--- src/rtl/ps2_rx_fifo.sv ---
// ----------------------------------------------------------------------------
// ps2_rx_fifo
//
// PS/2 keyboard receiver front end. Synchronizes the raw ps2_clk/ps2_data
// lines, deserializes 11-bit device-to-host frames (start, D0..D7 LSB first,
// odd parity, stop), rejects bad frames, and buffers accepted scan-code bytes
// in a small show-ahead FIFO for the downstream scan-code analyzer.
//
// Optional feature macro: PS2_PARITY_CHECK_EN
//   defined   : the odd-parity bit is checked; even-parity frames are rejected.
//   undefined : the parity bit is shifted in and ignored (default build).
//
// Parameters
//   FIFO_DEPTH     : FIFO entries, power of 2, >= 2.
//   TIMEOUT_CYCLES : clk cycles without a ps2_clk falling edge, mid-frame,
//                    before the partial frame is dropped.
//
// Ports
//   clk        in   system clock, rising edge
//   rst        in   synchronous active-high reset
//   ps2_clk    in   raw keyboard clock (asynchronous, idles high)
//   ps2_data   in   raw keyboard data (asynchronous, idles high)
//   nextdata_n in   active-low pop request from the consumer
//   data       out  FIFO head byte (show-ahead), 8'h00 when empty
//   ready      out  FIFO not empty
//   overflow   out  sticky: a valid byte was dropped because the FIFO was full
//   frame_err  out  one-cycle pulse on framing/parity error or timeout
// ----------------------------------------------------------------------------
module ps2_rx_fifo #(
    parameter int FIFO_DEPTH     = 8,
    parameter int TIMEOUT_CYCLES = 5000
) (
    input  logic       clk,
    input  logic       rst,
    input  logic       ps2_clk,
    input  logic       ps2_data,
    input  logic       nextdata_n,
    output logic [7:0] data,
    output logic       ready,
    output logic       overflow,
    output logic       frame_err
);

    localparam int PW = $clog2(FIFO_DEPTH);
    localparam int CW = PW + 1;
    localparam int TW = $clog2(TIMEOUT_CYCLES + 1);

    localparam logic [CW-1:0] FULL_CNT = CW'(FIFO_DEPTH);
    localparam logic [TW-1:0] IDLE_LAST = TW'(TIMEOUT_CYCLES - 1);
    localparam logic [3:0]    LAST_BIT = 4'd10;

    // Odd parity over data byte plus parity bit: true when the count of 1s is odd.
    function automatic logic odd_parity9(input logic [8:0] bits);
        return ^bits;
    endfunction

    // ------------------------------------------------------------------------
    // Registers
    // ------------------------------------------------------------------------
    logic          s0_q, s1_q, s2_q;
    logic          dat0_q, dat1_q;
    logic [3:0]    bitcnt_q, bitcnt_d;
    logic [9:0]    shreg_q, shreg_d;     // [0]=start, [8:1]=D0..D7, [9]=parity
    logic [TW-1:0] idle_q, idle_d;
    logic          frame_err_q, frame_err_d;
    logic          overflow_q, overflow_d;
    logic [PW-1:0] wr_ptr_q, wr_ptr_d;
    logic [PW-1:0] rd_ptr_q, rd_ptr_d;
    logic [CW-1:0] count_q, count_d;
    logic [7:0]    data_q, data_d;
    logic          ready_q, ready_d;
    logic [7:0]    mem_q [FIFO_DEPTH];

    // Combinational helpers
    logic       fall_s;
    logic       parity_ok_s;
    logic       frame_ok_s;
    logic       push_req_s;
    logic       pop_s;
    logic       full_s;
    logic       push_s;
    logic       drop_s;
    logic [7:0] wdata_s;

    // Receiver next state: bit shifting, frame evaluation and idle timeout.
    always_comb begin
        fall_s = s2_q & ~s1_q;

`ifdef PS2_PARITY_CHECK_EN
        parity_ok_s = odd_parity9(shreg_q[9:1]);
`else
        // Parity is still computed so the shift-register layout is read the
        // same way in both builds; its result cannot reject a frame here.
        parity_ok_s = odd_parity9(shreg_q[9:1]) | 1'b1;
`endif
        // At the 11th edge the stop bit is the live synchronized data bit.
        frame_ok_s  = ~shreg_q[0] & dat1_q & parity_ok_s;
        wdata_s     = shreg_q[8:1];

        bitcnt_d    = bitcnt_q;
        shreg_d     = shreg_q;
        idle_d      = idle_q;
        frame_err_d = 1'b0;
        push_req_s  = 1'b0;

        if (fall_s) begin
            idle_d = {TW{1'b0}};
            if (bitcnt_q == LAST_BIT) begin
                bitcnt_d = 4'd0;
                if (frame_ok_s) begin
                    push_req_s = 1'b1;
                end else begin
                    frame_err_d = 1'b1;
                end
            end else begin
                shreg_d  = {dat1_q, shreg_q[9:1]};
                bitcnt_d = bitcnt_q + 4'd1;
            end
        end else if (bitcnt_q != 4'd0) begin
            if (idle_q == IDLE_LAST) begin
                bitcnt_d    = 4'd0;
                idle_d      = {TW{1'b0}};
                frame_err_d = 1'b1;
            end else begin
                idle_d = idle_q + TW'(1'b1);
            end
        end else begin
            idle_d = {TW{1'b0}};
        end
    end

    // FIFO next state: push/pop arbitration, overflow and show-ahead head.
    always_comb begin
        pop_s  = (count_q != {CW{1'b0}}) & ~nextdata_n;
        full_s = (count_q == FULL_CNT);
        // A pop on the same edge frees the slot, so a full FIFO still accepts.
        push_s = push_req_s & (~full_s | pop_s);
        drop_s = push_req_s & full_s & ~pop_s;

        if (push_s) begin
            wr_ptr_d = wr_ptr_q + PW'(1'b1);
        end else begin
            wr_ptr_d = wr_ptr_q;
        end

        if (pop_s) begin
            rd_ptr_d = rd_ptr_q + PW'(1'b1);
        end else begin
            rd_ptr_d = rd_ptr_q;
        end

        case ({push_s, pop_s})
            2'b10:   count_d = count_q + CW'(1'b1);
            2'b01:   count_d = count_q - CW'(1'b1);
            default: count_d = count_q;
        endcase

        overflow_d = overflow_q | drop_s;
        ready_d    = (count_d != {CW{1'b0}});

        // The head may be the byte being written this very edge (slot at
        // wr_ptr_q); otherwise it is already in memory.
        if (count_d == {CW{1'b0}}) begin
            data_d = 8'h00;
        end else if (push_s && (rd_ptr_d == wr_ptr_q)) begin
            data_d = wdata_s;
        end else begin
            data_d = mem_q[rd_ptr_d];
        end
    end

    // State registers with synchronous reset; synchronizers reset to idle-high.
    always_ff @(posedge clk) begin
        if (rst) begin
            s0_q        <= 1'b1;
            s1_q        <= 1'b1;
            s2_q        <= 1'b1;
            dat0_q      <= 1'b1;
            dat1_q      <= 1'b1;
            bitcnt_q    <= 4'd0;
            shreg_q     <= 10'd0;
            idle_q      <= {TW{1'b0}};
            frame_err_q <= 1'b0;
            overflow_q  <= 1'b0;
            wr_ptr_q    <= {PW{1'b0}};
            rd_ptr_q    <= {PW{1'b0}};
            count_q     <= {CW{1'b0}};
            data_q      <= 8'h00;
            ready_q     <= 1'b0;
        end else begin
            s0_q        <= ps2_clk;
            s1_q        <= s0_q;
            s2_q        <= s1_q;
            dat0_q      <= ps2_data;
            dat1_q      <= dat0_q;
            bitcnt_q    <= bitcnt_d;
            shreg_q     <= shreg_d;
            idle_q      <= idle_d;
            frame_err_q <= frame_err_d;
            overflow_q  <= overflow_d;
            wr_ptr_q    <= wr_ptr_d;
            rd_ptr_q    <= rd_ptr_d;
            count_q     <= count_d;
            data_q      <= data_d;
            ready_q     <= ready_d;
        end
    end

    // FIFO storage; contents are only observable through count-gated reads.
    always_ff @(posedge clk) begin
        if (push_s) begin
            mem_q[wr_ptr_q] <= wdata_s;
        end else begin
            mem_q[wr_ptr_q] <= mem_q[wr_ptr_q];
        end
    end

    assign data      = data_q;
    assign ready     = ready_q;
    assign overflow  = overflow_q;
    assign frame_err = frame_err_q;

endmodule
--- config.mk ---
export PLATFORM = sky130hd
export DESIGN_NAME = ps2_rx_fifo
export DESIGN_NICKNAME = d
export VERILOG_FILES = /design/src/rtl/ps2_rx_fifo.sv
export SDC_FILE = /design/constraint.sdc
export NUM_CORES = 1
export LEC_CHECK = 0
export CAP_MARGIN = 20
export CORE_ASPECT_RATIO = 1.4
export CORE_MARGIN = 3
export CORE_UTILIZATION = 35
export CTS_BUF_LIST = sky130_fd_sc_hd__clkbuf_4
export DETAILED_ROUTE_END_ITERATION = 8
export PLACE_DENSITY_LB_ADDON = 0.3
export SYNTH_ARGS = -nofsm -noshare
export SYNTH_HDL_FRONTEND = slang
export SYNTH_SLANG_ARGS = --single-unit
--- constraint.sdc ---
create_clock -name clk -period 4.5 [get_ports clk]
set_input_delay 1.125 -clock clk [delete_from_list [all_inputs] [get_ports clk]]
set_output_delay 1.125 -clock clk [all_outputs]
set_load 0.01 [all_outputs]
==> summary.txt, run 1 <==
Run status
  • Status: complete, no violations

Global route
  • Initial antenna violation count: 1
  • Grt ovf: 0
  • GRT Util Overall: 0.147
  • First-pass GRT wire length: 18.4 mm
  • Largest net degree at the start of global routing: 51
  • Number of global-route vias before repair: 3538

Synth
  • Seq/Total Area, Yosys: 0.565
  • Number of synthesized flops with an enable pin: 64
  • Cell count after synthesis: 452
  • Synth Area per Inst: 11.7 sq um
  • Syn_nets: 464
  • Ys async rst share: 0
  • Yosys cell types: 47
  • FF+latch count, synth: 117
  • Main flop type after synthesis: edfxtp_1
  • Mapped Area: 0.00528 sq mm
  • YS warnings: 0

Layout
  • Commonest non-fill, non-tap cell in the layout: edfxtp_1
  • Commonest non-fill, non-tap cells in the layout: 64 x edfxtp_1, 52 x dfxtp_1, 47 x nor2_1
  • Post-Layout Cell Count: about 670
  • Nets: 481
  • Share of layout cells above drive strength 1: 0.116
  • Area grow syn2layout: 11.3%

Floorplan
  • Chip Height: 151 um
  • Die Footprint: 0.0166 sq mm
  • Initial Util: 0.360
  • Row count: 52
  • I/O Pins: 16
  • Die X: 110 um
  • CORE AREA: 0.0146 sq mm

Worst hold path
  • HP Class: reg -> reg
  • Min-Delay Startpoint: s0_q
  • Worst hold path stage count: 1

Detailed routing
  • Iteration-0 DRC Markers: about 220
  • Drt wl/cell: between 15 and 20 um
  • Drt first pass iters: 4
  • Detail-routed via count per cell: 5.36
  • Routed Antenna Nets: 0
  • DR DRC count: 0
  • Routed wire length: 11.4 mm
  • Vias after detailed routing: 3599

Clocking
  • Reg clk slew, reported paths: around 0.10 ns
  • H-tree levels: 4
  • CTS-repair resized insts: 0
  • Clock Sinks: between 100 and 150
  • Root buffer cell: clkbuf_4
  • CTS Hold Bufs: 0
  • Bufs on Longest Clock Path: 2
  • CTS tree: done
  • Post-CTS Repair Setup Buffers: 0
  • Clock buffer count from CTS: 17
  • Clock latency on the worst-skew pair: 0.51 ns

Placement
  • GPL Wtd Cong: approximately 0.8
  • DP Cell Count: 639
  • Number of I/O port buffers: 15
  • DP HPWL: slightly below 8 mm

Critical path
  • Crit start category: input port
  • Path depth of the worst reg2reg path: 7
  • CP max FO: 13
  • Crit path DAT: 3.77 ns
  • Crit path launch: nextdata_n
  • Worst setup EP type: flip-flop
  • Reg-to-reg startpoint: rd_ptr_q[1]
  • CP Class: in -> reg
  • Crit path required time: about 5 ns

Power
  • Power per cell area: 442 mW/mm^2
  • Sw Share: 0.332
  • Int Pwr: about 1.7 mW
  • Leak pwr: 1.82 nW
  • Switching Power: 0.862 mW
  • Sequential share of power: 0.466
  • Post-layout power: 2.59 mW
  • Clock network power share: 0.233
  • Comb pwr share: 0.301
  • Peak supply drop: 0.200 mV

STA
  • Setup violations, final: 0
  • Post-route minimum period: ~3.4 ns
  • Fin crit share: 0.755
  • Worst-margin pin slew: 0.933 ns
  • Slew Viols, Final: 0
  • Hold violation count in the final report: 0
  • Worst Skew: roughly 0.021 ns
  • Fmax: 0.294 GHz
  • Max-slew headroom: 0.376
  • Post-route setup TNS: 0 ns
  • RSZ-0062 raised after global routing: no

Run
  • Maxcap violations: 0
## worst max-delay path, cell delays in order
cell and delay (ns):
clkdlybuf4s50_1 0.65, a211oi_1 0.50, xor2_1 0.19, ha_1 0.19, nor2_1 0.05, a32o_1 0.22, xor2_1 0.17, a2111oi_4 0.52
nor4_1 0.13
## layer usage
layer / wire length [um] / up-vias / track usage / part of all wire
met5: 0 / - / 0 / 0
met4: 129 / 0 / 0.0530 / 0.011
met3: 324 / 11 / 0.0333 / 0.028
met2: 6060 / 43 / 0.248 / 0.53
met1: 4890 / 1766 / 0.181 / 0.43
li1: - / 1779 / - / -
## power by group through the flow
stage / Clock (mW) / Combinational, mW / Sequential, mW
after floorplan: 0 / 0.589 / 1.23
after global placement: 0 / 0.765 / 1.24
after detailed placement: 0 / 0.784 / 1.23
after CTS: 0.621 / 0.788 / 1.21
after global routing: 0.675 / 0.861 / 1.21
final: 0.605 / 0.780 / 1.21
## Yosys cell counts (2+ instances only)
cell	number	area, sq um
nand2_1	34	128
buf_2	2	10.0
nor3b_1	4	30.0
o221ai_1	32	280
edfxtp_1	64	1920
o21ai_1	2	10.0
xnor2_1	11	96.3
nand3b_1	3	22.5
a211oi_1	17	128
nor3_1	12	60.1
a2111oi_4	2	55.1
nor2b_1	2	12.5
mux2i_1	34	340
a32o_1	17	170
ha_1	7	87.6
nor4_1	10	62.6
nand4_1	3	18.8
or3_1	2	12.5
a311oi_1	2	17.5
or2_2	6	37.5
nor2_1	47	176
nand3_1	7	35.0
nor4b_1	2	17.5
xor2_1	12	105
buf_1	4	15.0
inv_1	4	15.0
dfxtp_1	53	1060
nand2b_1	3	18.8
clkbuf_1	24	90.1
a21oi_1	13	65.1
## registers in the layout, indices dropped and copies added (netlist names), 3 cells and up
signal,flops
mem_q,64
count_q,4
rd_ptr_q,3
data,8
bitcnt_q,4
shreg_q,10
idle_q,13
wr_ptr_q,3
## stage by stage
step | setup slack (ns) | instance area [sq um] | utilization | hold slack, ns
floorplan | 1.30 | 5280 | - | 0.389
global placement | 0.665 | 5650 | 0.386 | 0.392
detailed placement | 0.597 | 5650 | 0.386 | 0.396
CTS | 1.15 | 5870 | 0.401 | 0.426
global route | 0.871 | 5870 | 0.401 | 0.434
finish | 1.10 | 5870 | 0.401 | 0.416
## layout make-up
type,instances,area [sq um]
repair buffers,28,248
clock inverters,11,63.8
well taps,189,236
clock buffers,21,158
diodes,1,2.50
inverters,5,18.8
flip-flops and latches,117,2980
fillers,1418,8770
multi-input cells,300,2160
## path summary, 6_finish.rpt
| kind | to | slack (ns) |
|---|---|---|
| max | data[3] | 1.10 |
| max reg2reg | data[3] | 1.44 |
| min | s1_q | 0.42 |
| min reg2reg | s1_q | 0.42 |
## logic make-up (layout without fill, tap and decap cells)
kind of cell,after synthesis,count (layout),share of synthesized area
AND/OR/NAND/NOR,143,143,0.137
flip-flops,117,117,0.565
AO/OA/AOI/OAI,92,92,0.148
buffers and inverters,35,65,0.0254
multiplexers,34,34,0.0645
XOR/XNOR,24,24,0.0425
adder cells (fa/ha/maj),7,7,0.0166
other,0,1,0
Power figures use the tool's default switching activity.
==> inputs of run 2 (changes only) <==
- clock period: 4.5 -> 3.1 ns (I/O delays scaled with it)
==> run 2 against run 1 <==
  * Power up 60%
  * Highest routed layer unchanged
  * Flip-flop and latch count stayed put
  * Sequential share of layout area fell by 1.6 points
  * Final area rose by 3.2%
  * Clock power is 82% higher
  * Register-to-register slack got worse by 1.0 ns
  * Clock-buffer cell count is 2 lower
  * Wire length grew 0.55%
  * Critical path depth grew 3
  * Non-clock buffer count is 12 higher
  * Sequential power is 45% higher
==> summary.txt, run 2 (synthesis gave the netlist of run 1 again) <==
STA
  • RSZ-0062 raised after global routing: no
  • Worst Skew: 0.0158 ns
  • Slew Viols, Final: 0
  • Setup violations, final: 0
  • Post-route minimum period: 2.68 ns
  • Max-slew headroom: 0.510
  • Fin crit share: 0.865
  • Worst-margin pin slew: 0.735 ns
  • Post-route setup TNS: 0 ns
  • Hold violation count in the final report: 0
  • Fmax: 0.373 GHz

Worst hold path
  • HP Class: reg -> reg

Floorplan
  • CORE AREA: about 0.015 sq mm
  • Chip Height: 151 um
  • Die Footprint: 0.0166 sq mm
  • Die X: 110 um
  • Initial Util: 0.360
  • I/O Pins: 16
  • Row count: 52

Layout
  • Share of layout cells above drive strength 1: 0.132
  • Register with the most flip-flops: mem_q
  • Commonest non-fill, non-tap cell in the layout: edfxtp_1
  • Nets: 493
  • Max reg flops: 64
  • Commonest non-fill, non-tap cells in the layout: 64 x edfxtp_1, 52 x dfxtp_1, 47 x nor2_1
  • Post-Layout Inst Area: roughly 0.0061 sq mm
  • Top Registers: mem_q: 64 flops, idle_q: 13 flops, shreg_q: 10 flops
  • Area grow syn2layout: 14.9%
  • Filler cells: 1393

Detailed routing
  • Routed wire length: 11.5 mm
  • Drt wl/cell: 16.8 um
  • Vias after detailed routing: 3690
  • Detail-routed via count per cell: between 5 and 6
  • Iteration-0 DRC Markers: roughly 300
  • Drt first pass iters: 4
  • DR DRC count: 0
  • Routed Antenna Nets: 0

Clocking
  • Root buffer cell: clkbuf_4
  • Clock Sinks: 117
  • CTS Hold Bufs: 0
  • CTS tree: done
  • Reg clk slew, reported paths: 0.10 ns
  • Clock latency on the worst-skew pair: ~0.5 ns
  • CTS-repair resized insts: 0
  • Post-CTS Repair Setup Buffers: 0
  • Clock buffer count from CTS: 17
  • H-tree levels: 4
  • Bufs on Longest Clock Path: 2

Placement
  • Area after DPL: 0.00578 sq mm
  • GPL Wtd Cong: 0.794
  • DP HPWL: between 7 and 8 mm
  • Number of I/O port buffers: 15

Power
  • Power per cell area: 684 mW/mm^2
  • Leak pwr: 1.92 nW
  • Peak supply drop: 0.320 mV

Global route
  • Grt ovf: 0
  • Initial antenna violation count: 1
  • GRT Util Overall: 0.148
  • Largest net degree at the start of global routing: between 50 and 60
  • First-pass GRT wire length: 18.7 mm
  • Number of global-route vias before repair: 3631

Critical path
  • Crit start category: flip-flop
  • Crit path required time: about 3.5 ns
  • R2r endpoint: data[2]
  • Worst setup EP type: flip-flop
  • WP buf/inv: 2
  • Crit path DAT: 3.08 ns
  • CP Class: reg -> reg
  • Max incr delay on CP: 0.41 ns
  • CP cell instances: inv_1 > ha_1 > and3b_1 > a211oi_1 > xor2_1 > ha_1 > nor2_1 > a32o_1 > xor2_1 > a2111oi_4 > buf_12 > nor4_1
  • Path depth of the worst reg2reg path: 12
  • Kind of cell adding the most delay to the critical path: compound AO/OA/AOI/OAI gates
  • CP max FO: 9
  • Crit path launch: bitcnt_q[0]
  • Reg-to-reg startpoint: bitcnt_q[0]
  • Setup slack, reg-to-reg: 0.42 ns
  • CP Capture Point: data[2]
  • CP max stage cell: dfxtp_1
  • Levels on crit path: 12

Run
  • Maxcap violations: 0

Run status
  • Status: complete, no violations
run 2: through the flow:
stage          power, mW  worst slack, ns  hold slack [ns]  cells   util
3_3_place_gp        3.07            0.141            0.392    651  0.395
6_report            4.15            0.419            0.420    683  0.414
4_1_cts             4.20            0.377            0.423    682  0.414
2_1_floorplan       2.63            0.246            0.389    452      -
5_1_grt             4.35            0.167            0.431    683  0.414
3_5_place_dp        3.08           0.0796            0.400    651  0.395
run 2: worst min path at each step:
| stage | start | endpoint | slack [ns] | cells past startpoint |
|---|---|---|---|---|
| after detailed placement | dat0_q | dat1_q | 0.40 | 1 |
| after global placement | s0_q | s1_q | 0.39 | 1 |
| after CTS | dat0_q | dat1_q | 0.42 | 1 |
| after global routing | dat0_q | dat1_q | 0.43 | 1 |
| after floorplan | dat0_q | dat1_q | 0.39 | 1 |
| final | dat0_q | dat1_q | 0.42 | 1 |
run 2: power by group:
group | switching [mW] | internal [mW]
combinational | 0.683 | 0.609
sequential | 0.0660 | 1.69
clock | 0.541 | 0.559
run 2: worst reg2reg max path, delay by kind of cell (launching register included):
family	cells	cell delay, ns
and+or+nand+nor	3	0.50
buffers and inverters	2	0.24
DFF	1	0.41
adders and majority gates	2	0.39
AOI/OAI and AO/OA	3	0.60
xor gates and xnor gates	2	0.46
run 2: area by class of cell:
cell class / instances / area (sq um) / area share
clock inverter: 12 / 138 / 0.0227
multi-input combinational: 300 / 2160 / 0.357
sequential: 117 / 2980 / 0.492
inverter: 5 / 18.8 / 0.00310
tap: 189 / 236 / 0.0390
antenna: 1 / 2.50 / 0.000413
clock buffer: 19 / 143 / 0.0235
timing repair buffer: 40 / 375 / 0.0619
run 2: per-layer routing:
layer / vias up / global-route usage / part of all wire
met3: 16 / 0.0354 / 0.038
met2: 69 / 0.243 / 0.51
met4: 0 / 0.0649 / 0.019
li1: 1807 / - / -
met5: - / 0 / 0
met1: 1798 / 0.184 / 0.43
==> inputs of run 3 (changes only) <==
- CORE_UTILIZATION: 35 -> 57
==> run 3 against run 2 <==
  * Combinational power down 5%
  * Final area down 2.9%
  * Largest power group unchanged
  * Worst hold slack worse by 0.0094 ns
==> summary.txt, run 3 (synthesis gave the netlist of run 1 again) <==
Run status
  • Status: complete, no violations

Layout
  • Commonest non-fill, non-tap cells in the layout: 64 x edfxtp_1, 52 x dfxtp_1, 47 x nor2_1
  • Commonest non-fill, non-tap cell in the layout: edfxtp_1
  • Share of layout cells above drive strength 1: 0.136
  • Nets: 492
  • Top Registers: mem_q: 64 flops, idle_q: 13 flops, shreg_q: 10 flops
  • Antenna Cells: 0
  • Post-Layout Inst Area: between 0.005 and 0.006 sq mm
  • Post-Layout Cell Count: ~600
  • Register with the most flip-flops: mem_q
  • Util after Layout: 0.668
  • Area grow syn2layout: 11.5%
  • Max reg flops: 64

STA
  • Hold violation count in the final report: 0
  • Worst-margin pin slew: 0.798 ns
  • Max-slew headroom: 0.464
  • Post-route setup TNS: 0 ns
  • Post-route minimum period: 2.86 ns
  • Setup violations, final: 0
  • Worst Skew: 0.0249 ns
  • Slew Viols, Final: 0
  • Worst hold slack: 0.410 ns
  • Fmax: 0.350 GHz
  • Fin crit share: 0.923
  • Worst setup margin: 0.239 ns
  • RSZ-0062 raised after global routing: no

Critical path
  • Crit path required time: 3.50 ns
  • CP Class: reg -> reg
  • Crit path DAT: 3.26 ns
  • Crit start category: flip-flop
  • CP max FO: 9
  • Worst setup EP type: flip-flop

Clocking
  • Root buffer cell: clkbuf_4
  • CTS Hold Bufs: 0
  • H-tree levels: 4
  • Clock Sinks: 117
  • Reg clk slew, reported paths: 0.09 ns
  • Post-CTS Repair Setup Buffers: 0
  • CTS tree: done
  • Clock latency on the worst-skew pair: roughly 0.53 ns
  • Bufs on Longest Clock Path: 2
  • CTS-repair resized insts: 0
  • Clock buffer count from CTS: 17

Detailed routing
  • Routed wire length: 11.1 mm
  • Routed Antenna Nets: 0
  • Detail-routed via count per cell: 6.43
  • Drt first pass iters: 5
  • Vias after detailed routing: 3844
  • Iteration-0 DRC Markers: 316
  • Drt wl/cell: 18.6 um
  • DR DRC count: 0

Placement
  • Pre-CTS setup slack: -0.113 ns
  • Area after DPL: about 0.0056 sq mm
  • DP HPWL: 7.62 mm
  • GPL Wtd Cong: 0.902
  • DP Cell Count: approximately 570
  • Number of I/O port buffers: 15

Run
  • Maxcap violations: 0

Floorplan
  • Chip Height: 120 um
  • Row count: 40
  • CORE AREA: 0.00881 sq mm
  • Die X: 87.3 um
  • I/O Pins: 16
  • Die Footprint: ~0.010 sq mm
  • Initial Util: 0.599

Global route
  • GRT Util Overall: 0.229
  • Number of global-route vias before repair: between 3000 and 4000
  • Grt ovf: 0
  • Initial antenna violation count: 0
  • Largest net degree at the start of global routing: 33
  • First-pass GRT wire length: ~18 mm

Power
  • Leak pwr: 1.90 nW
  • Peak supply drop: 0.534 mV
  • Power per cell area: 671 mW/mm^2
  • Post-layout power: approximately 4 mW

Worst hold path
  • HP Class: reg -> reg
==> run 3: per-layer routing <==
layer | routed length [um] | GRT usage
met1 | 4340 | 0.267
met2 | 5930 | 0.377
met3 | 609 | 0.0556
met4 | 269 | 0.131
met5 | 0 | 0
==> run 3: critical path, stage by stage (launching register included) <==
cell,delay (ns)
dfxtp_1,0.39
inv_1,0.09
ha_1,0.21
and3b_1,0.20
a211oi_1,0.32
xor2_1,0.21
ha_1,0.19
nor2_1,0.05
a32o_1,0.23
xor2_1,0.27
a2111oi_4,0.05
buf_4,0.19
nor4_1,0.35
==> run 3: final timing paths <==
| path | slack, ns | cells past startpoint | to | start |
|---|---|---|---|---|
| setup reg to reg | 0.24 | 12 | data[2] | bitcnt_q[0] |
| setup / recovery | 0.24 | 12 | data[2] | bitcnt_q[0] |
| hold reg to reg | 0.41 | 1 | dat1_q | dat0_q |
| hold / removal | 0.41 | 1 | dat1_q | dat0_q |
==> run 3: cell type report <==
class,instances,area (sq um)
clock inverter,8,62.6
sequential,117,2980
clock buffer,24,180
inverter,5,18.8
tap,105,131
multi-input combinational,300,2160
timing repair buffer,39,343
fill,652,2930
==> run 3: power breakdown <==
| part | leakage, nW | switching (mW) | internal (mW) | total [mW] |
|---|---|---|---|---|
| logic | 0.735 | 0.680 | 0.552 | 1.23 |
| clock network | 0.147 | 0.516 | 0.448 | 0.964 |
| registers | 1.02 | 0.0605 | 1.69 | 1.75 |
